File: src/rtl/read_burst_capture.sv
// Byte-lane read burst capture: delays each accepted read by rd_lat cycles, then assembles one BL8 burst.
// Optional READ_BURST_CAPTURE_STATS_EN adds burst/reject counters.
module read_burst_capture #(
    parameter int LAT_WIDTH = 5,
    parameter int DQ_NUM    = 8
) (
    input  logic                   oclk_div,
    input  logic                   rst_n,
    input  logic [4*DQ_NUM-1:0]    din,
    input  logic                   rd_start,
    input  logic [LAT_WIDTH-1:0]   rd_lat,
    input  logic                   nibble_sel,
    output logic [8*DQ_NUM-1:0]    dout,
    output logic                   dout_valid,
    output logic                   rd_pending,
    output logic                   err_overlap
`ifdef READ_BURST_CAPTURE_STATS_EN
    ,
    output logic [15:0]            stat_bursts,
    output logic [7:0]             stat_rejects
`endif
);

    localparam int DEPTH = 2 ** LAT_WIDTH;

    logic                  start_prev_reg;
    logic                  accept;
    logic [DEPTH-1:1]      dl_reg;
    logic [DEPTH-1:0]      line;
    logic [DEPTH-1:1]      live;
    logic                  tap;
    logic [1:0]            v_reg;
    logic [4*DQ_NUM-1:0]   h1_reg;
    logic [4*DQ_NUM-1:0]   h2_reg;
    logic [8*DQ_NUM-1:0]   even_bits;
    logic [8*DQ_NUM-1:0]   odd_bits;
    logic [8*DQ_NUM-1:0]   burst_next;
    logic [8*DQ_NUM-1:0]   dout_reg;
    logic                  dout_valid_reg;
    logic                  err_reg;

    assign accept = rd_start & ~start_prev_reg;

    // Entry 0 is the start itself, so rd_lat=0 taps the current cycle.
    assign line = {dl_reg, accept};
    assign tap  = line[rd_lat];

    // Only entries at or below the tap still belong to an outstanding burst.
    genvar gi;
    generate
        for (gi = 1; gi < DEPTH; gi++) begin : g_live
            assign live[gi] = dl_reg[gi] & (LAT_WIDTH'(gi) <= rd_lat);
        end
    endgenerate

    // At assembly time h2 = word c, h1 = word c+1, din = word c+2.
    generate
        for (gi = 0; gi < DQ_NUM; gi++) begin : g_dq
            for (genvar gb = 0; gb < 8; gb++) begin : g_beat
                if (gb < 4) begin : g_even_lo
                    assign even_bits[8*gb+gi] = h2_reg[4*gi+gb];
                end else begin : g_even_hi
                    assign even_bits[8*gb+gi] = h1_reg[4*gi+gb-4];
                end
                if (gb + 2 < 4) begin : g_odd_a
                    assign odd_bits[8*gb+gi] = h2_reg[4*gi+gb+2];
                end else if (gb + 2 < 8) begin : g_odd_b
                    assign odd_bits[8*gb+gi] = h1_reg[4*gi+gb-2];
                end else begin : g_odd_c
                    assign odd_bits[8*gb+gi] = din[4*gi+gb-6];
                end
            end
        end
    endgenerate

    assign burst_next = nibble_sel ? odd_bits : even_bits;

    always_ff @(posedge oclk_div) begin
        if (!rst_n) begin
            start_prev_reg <= 1'b0;
            err_reg        <= 1'b0;
            dl_reg         <= '0;
            h1_reg         <= '0;
            h2_reg         <= '0;
            v_reg          <= '0;
            dout_valid_reg <= 1'b0;
            dout_reg       <= '0;
        end else begin
            start_prev_reg <= rd_start;
            err_reg        <= rd_start & start_prev_reg;
            dl_reg         <= line[DEPTH-2:0];
            h1_reg         <= din;
            h2_reg         <= h1_reg;
            v_reg          <= {v_reg[0], tap};
            dout_valid_reg <= v_reg[1];
            if (v_reg[1]) begin
                dout_reg <= burst_next;
            end
        end
    end

    assign dout        = dout_reg;
    assign dout_valid  = dout_valid_reg;
    assign err_overlap = err_reg;
    assign rd_pending  = (|live) | (|v_reg) | dout_valid_reg;

`ifdef READ_BURST_CAPTURE_STATS_EN
    logic [15:0] bursts_reg;
    logic [7:0]  rejects_reg;

    always_ff @(posedge oclk_div) begin
        if (!rst_n) begin
            bursts_reg  <= '0;
            rejects_reg <= '0;
        end else begin
            bursts_reg <= bursts_reg + {15'd0, dout_valid_reg};
            if (err_reg && rejects_reg != 8'hFF) begin
                rejects_reg <= rejects_reg + 8'd1;
            end
        end
    end

    assign stat_bursts  = bursts_reg;
    assign stat_rejects = rejects_reg;
`endif

endmodule
File: config.mk
export PLATFORM = sky130hd
export DESIGN_NAME = read_burst_capture
export DESIGN_NICKNAME = d
export VERILOG_FILES = /design/src/rtl/read_burst_capture.sv
export SDC_FILE = /design/constraint.sdc
export NUM_CORES = 1
export LEC_CHECK = 0
export CAP_MARGIN = 20
export CORE_MARGIN = 10
export CORE_UTILIZATION = 47
export DETAILED_ROUTE_END_ITERATION = 7
export PLACE_DENSITY_LB_ADDON = 0.3
export SLEW_MARGIN = 40
export SYNTH_ARGS = -nofsm -noshare
export SYNTH_HDL_FRONTEND = slang
export SYNTH_SLANG_ARGS = --single-unit
File: constraint.sdc
create_clock -name oclk_div -period 2.74 [get_ports oclk_div]
set_clock_uncertainty 0.05 [all_clocks]
set_input_delay 0.822 -clock oclk_div [delete_from_list [all_inputs] [get_ports oclk_div]]
set_output_delay 0.822 -clock oclk_div [all_outputs]
set_load 0.02 [all_outputs]
==> metrics.md <==
| Metric | Value |
|---|---|
| Clk root buf | clkbuf_16 |
| Status | finished with violations |
| PD cells | 644.6 nW/um2 |
| WP data arrival | 2.12 ns |
| Ant. Diodes | 0 |
| Worst skew pair latency | 0.42 ns |
| Critical path buffers and inverters | 3 |
| Syn nets | 628 |
| TNS Setup | -0.2557 ns |
| CP max stage delay | 0.38 ns |
| Post-synthesis mux area share | 0.1312 |
| Comb power frac | 0.099 |
| Chip height | 135.9 um |
| Row Count | 42 |
| Max FO, Critical Path | 11 |
| Post-route setup slack | -0.2557 ns |
| Peak VDD IR | 0.0004503 V |
| Syn Inst Count | 587 |
| Busiest layer in global routing | met2 |
| Max stage delay cell, worst path | a2111oi_4 |
| PortBufs | 107 |
| Post-Syn Area | 6314 um2 |
| GP Congestion | 0.8693 |
| Pint | 4.248 mW |
| Layout cells sized above 1 | 0.1375 |
| Worst Setup End Kind | output port |
| Final wirelength | 15,750 um |
| Critical Path Start Type | primary input |
| Final cell count without fillers | 896 |
| R2R Path End | dout[40] |
| DRT iter0 DRCs | 268 |
| Clock sinks | 164 |
| Area growth, synth to finish | 34.60% |
| Hold Crit Class | reg2reg |
| Flop pwr share | 0.464 |
| Final-stage net count | 749 |
| CP top delay family | compound AO/OA/AOI/OAI gates |
| CTS buffer count | 17 |
| DIE WIDTH | 135.9 um |
| Worst slew pin tran | 0.6596 ns |
| H-tree levels | 4 |
| HPWL Detailed | 11,050 um |
| WL/cell | 17.58 um |
| Cell total after placement | 860 |
| Worst Hold Depth | 1 |
| Clock network power share | 0.437 |
| First-pass GRT wire length | 25,010 um |
| Largest family of logic cells by synthesized area | simple AND/OR/NAND/NOR gates |
| Core Area | 13,190 um2 |
| Hold path startpoint | start_prev_reg |
| Vias per cell | 5.196 |
| Average cell area after synthesis | 10.76 um2 |
| CP cell instances | buf_6, buf_4, a21oi_1, o21ai_0, a2111oi_4, nand4_1, buf_6 |
| Post-Synth Adder-Cell Area | 0.001585 |
| Slew margin rel. | 0.5603 |
| Post-synth ARST share | 0 |
| # IOs | 108 |
| Final Max Slew Viols | 0 |
| Yosys warns | 0 |
| R2R setup slack | 0.77 ns |
| CTS tree | done |
| # Max-Cap Violations | 0 |
| R2R cell count | 4 |
| Final period util | 1.093 |
| Number of remaining DRC errors | 0 |
| FF-to-FF Start | v_reg[1] |
| Via Count | 4,656 |
| Largest net degree at the start of global routing | 84 |
| Hold Slack | 0.4107 ns |
| # setup viols final | 1 |
| Met3 usage | 0.06974 |
| Synth cell types | 46 |
| GR Util met1 | 0.2168 |
| Max clock buf depth | 2 |
| Unrepaired setup endpoints after global routing | true |
| Min cycle time layout | 2.996 ns |
| GRT Total Usage | 0.1701 |
| Sw Ratio | 0.2245 |
| Synth Area in Simple Gates | 0.1641 |
| Post-synth EDFFs | 0 |
| Vias in the first global route | 4,713 |
| #FFs+latches synth | 164 |
| Fmax | 333.8 MHz |
| Die area | 18,470 um2 |
| Number of flip-flops in the largest register | 64 |
| Leak pwr | 3.946 nW |
| Pre-Repair DR Iteration Count | 4 |
| Register area share after synthesis | 0.5200 |
| XOR/XNOR Fraction of Synth Area | 0 |
| DRT antenna net count | 0 |
| Clk slew on worst S/H paths | 0.06 ns |
| Critical path type | in2out |
| Sw power | 1.230 mW |
| Initial antenna violation count | 0 |
| Synth Area in Compound Gates | 0.1453 |
| GRT overflow | 0 |
| Most used cell, CP | buf_6 |
| Met2 Usage GRT | 0.2551 |
| Worst hold endpoint | dl_reg[1] |
| Post-synth top flop | dfxtp_1 |
| Failing checks | negative setup slack |
| Required @ worst endpoint | 1.87 ns |
| Starting Density | 0.4787 |
| Fin. Hold Viols | 0 |
-- worst max-delay path by stage --
stage	from	to	slack (ns)	cells past startpoint
floorplan	rd_lat[0]	rd_pending	-0.31	6
global placement	rd_lat[1]	rd_pending	-1.26	7
detailed placement	rd_lat[1]	rd_pending	-1.24	7
CTS	rd_lat[2]	rd_pending	-0.29	7
global route	rd_lat[2]	rd_pending	-0.33	8
finish	rd_lat[0]	rd_pending	-0.26	7
-- power by group through the flow --
stage | logic [mW] | clock network, mW | registers, mW
finish | 0.543 | 2.39 | 2.54
detailed placement | 0.523 | 0 | 2.60
CTS | 0.541 | 2.44 | 2.54
floorplan | 0.245 | 0 | 2.63
global placement | 0.519 | 0 | 2.59
global route | 0.586 | 2.53 | 2.55
-- synthesized netlist by cell type (3+ instances only) --
| cell | number | area, um2 |
|---|---|---|
| dfxtp_1 | 164 | 3283 |
| and2_1 | 99 | 619.3 |
| nand2_1 | 70 | 262.8 |
| o211a_1 | 65 | 650.6 |
| mux2i_1 | 64 | 640.6 |
| clkbuf_1 | 32 | 120.1 |
| a21oi_1 | 10 | 50.05 |
| buf_2 | 9 | 45.04 |
| nor2_1 | 6 | 22.52 |
| mux4_1 | 5 | 131.4 |
| nand3_1 | 5 | 25.02 |
| o21ai_0 | 5 | 25.02 |
| buf_1 | 4 | 15.01 |
| a21o_1 | 3 | 22.52 |
| buf_6 | 3 | 33.78 |
| nand4_1 | 3 | 18.77 |
-- metrics by stage --
step	setup slack (ns)	utilization	cell area [um2]	power, mW
4_1_cts	-0.2860	0.6389	8427	5.520
2_1_floorplan	-0.3086	-	6314	2.872
5_1_grt	-0.3346	0.6443	8498	5.674
6_report	-0.2557	0.6443	8498	5.478
3_5_place_dp	-1.237	0.5852	7719	3.118
3_3_place_gp	-1.257	0.5852	7719	3.110
-- final cells by class --
| type | instances | area [um2] |
|---|---|---|
| fill | 1074 | 4692 |
| clock inverter | 7 | 121.4 |
| clock buffer | 24 | 471.7 |
| sequential | 164 | 3287 |
| inverter | 1 | 3.754 |
| tap | 176 | 220.2 |
| multi-input combinational | 372 | 2902 |
| timing repair buffer | 152 | 1493 |
-- what timing repair did --
item / 4_1_cts / 5_1_grt
buffers inserted: 5 / 0
hold buffers: 0 / 0
pin swaps: 11 / 7
gates resized for setup: 55 / 11
setup endpoints to repair: 1 / 1
-- cells by family after synthesis --
logic type	count (synthesis)
compound gates	103
fa+ha+maj	1
buf+inv	51
flops	164
mux	72
simple gates	196
-- metal layers --
| metal | routed length, um | up-vias | part of all wire |
|---|---|---|---|
| li1 | - | 2294 | - |
| met1 | 7156 | 2213 | 0.45 |
| met2 | 7107 | 143 | 0.45 |
| met3 | 1381 | 6 | 0.088 |
| met4 | 106 | 0 | 0.0067 |
| met5 | 0 | - | 0 |
-- cells in the final DEF (no fill, tap or decap), drive strengths merged, types with 2 or more instances in the layout --
master / netlist / layout
a21oi: 10 / 10
nand2: 70 / 70
o32ai: 2 / 2
clkinv: 0 / 3
inv: 1 / 2
a211o: 2 / 2
nor3: 2 / 2
buf: 17 / 53
dfxtp: 164 / 164
clkdlybuf4s50: 0 / 99
o21ai: 6 / 6
o31a: 2 / 2
a21o: 3 / 3
a2111oi: 2 / 2
bufinv: 0 / 3
nor2: 6 / 6
mux4: 7 / 7
nand4: 3 / 3
clkbuf: 33 / 24
nand3: 5 / 5
and2: 99 / 99
o211a: 65 / 65
o41ai: 2 / 2
and3: 2 / 2
o22ai: 2 / 2
o21a: 2 / 2
mux2i: 64 / 64
nand2b: 2 / 2
No activity file was read; power rests on OpenSTA's default activity.
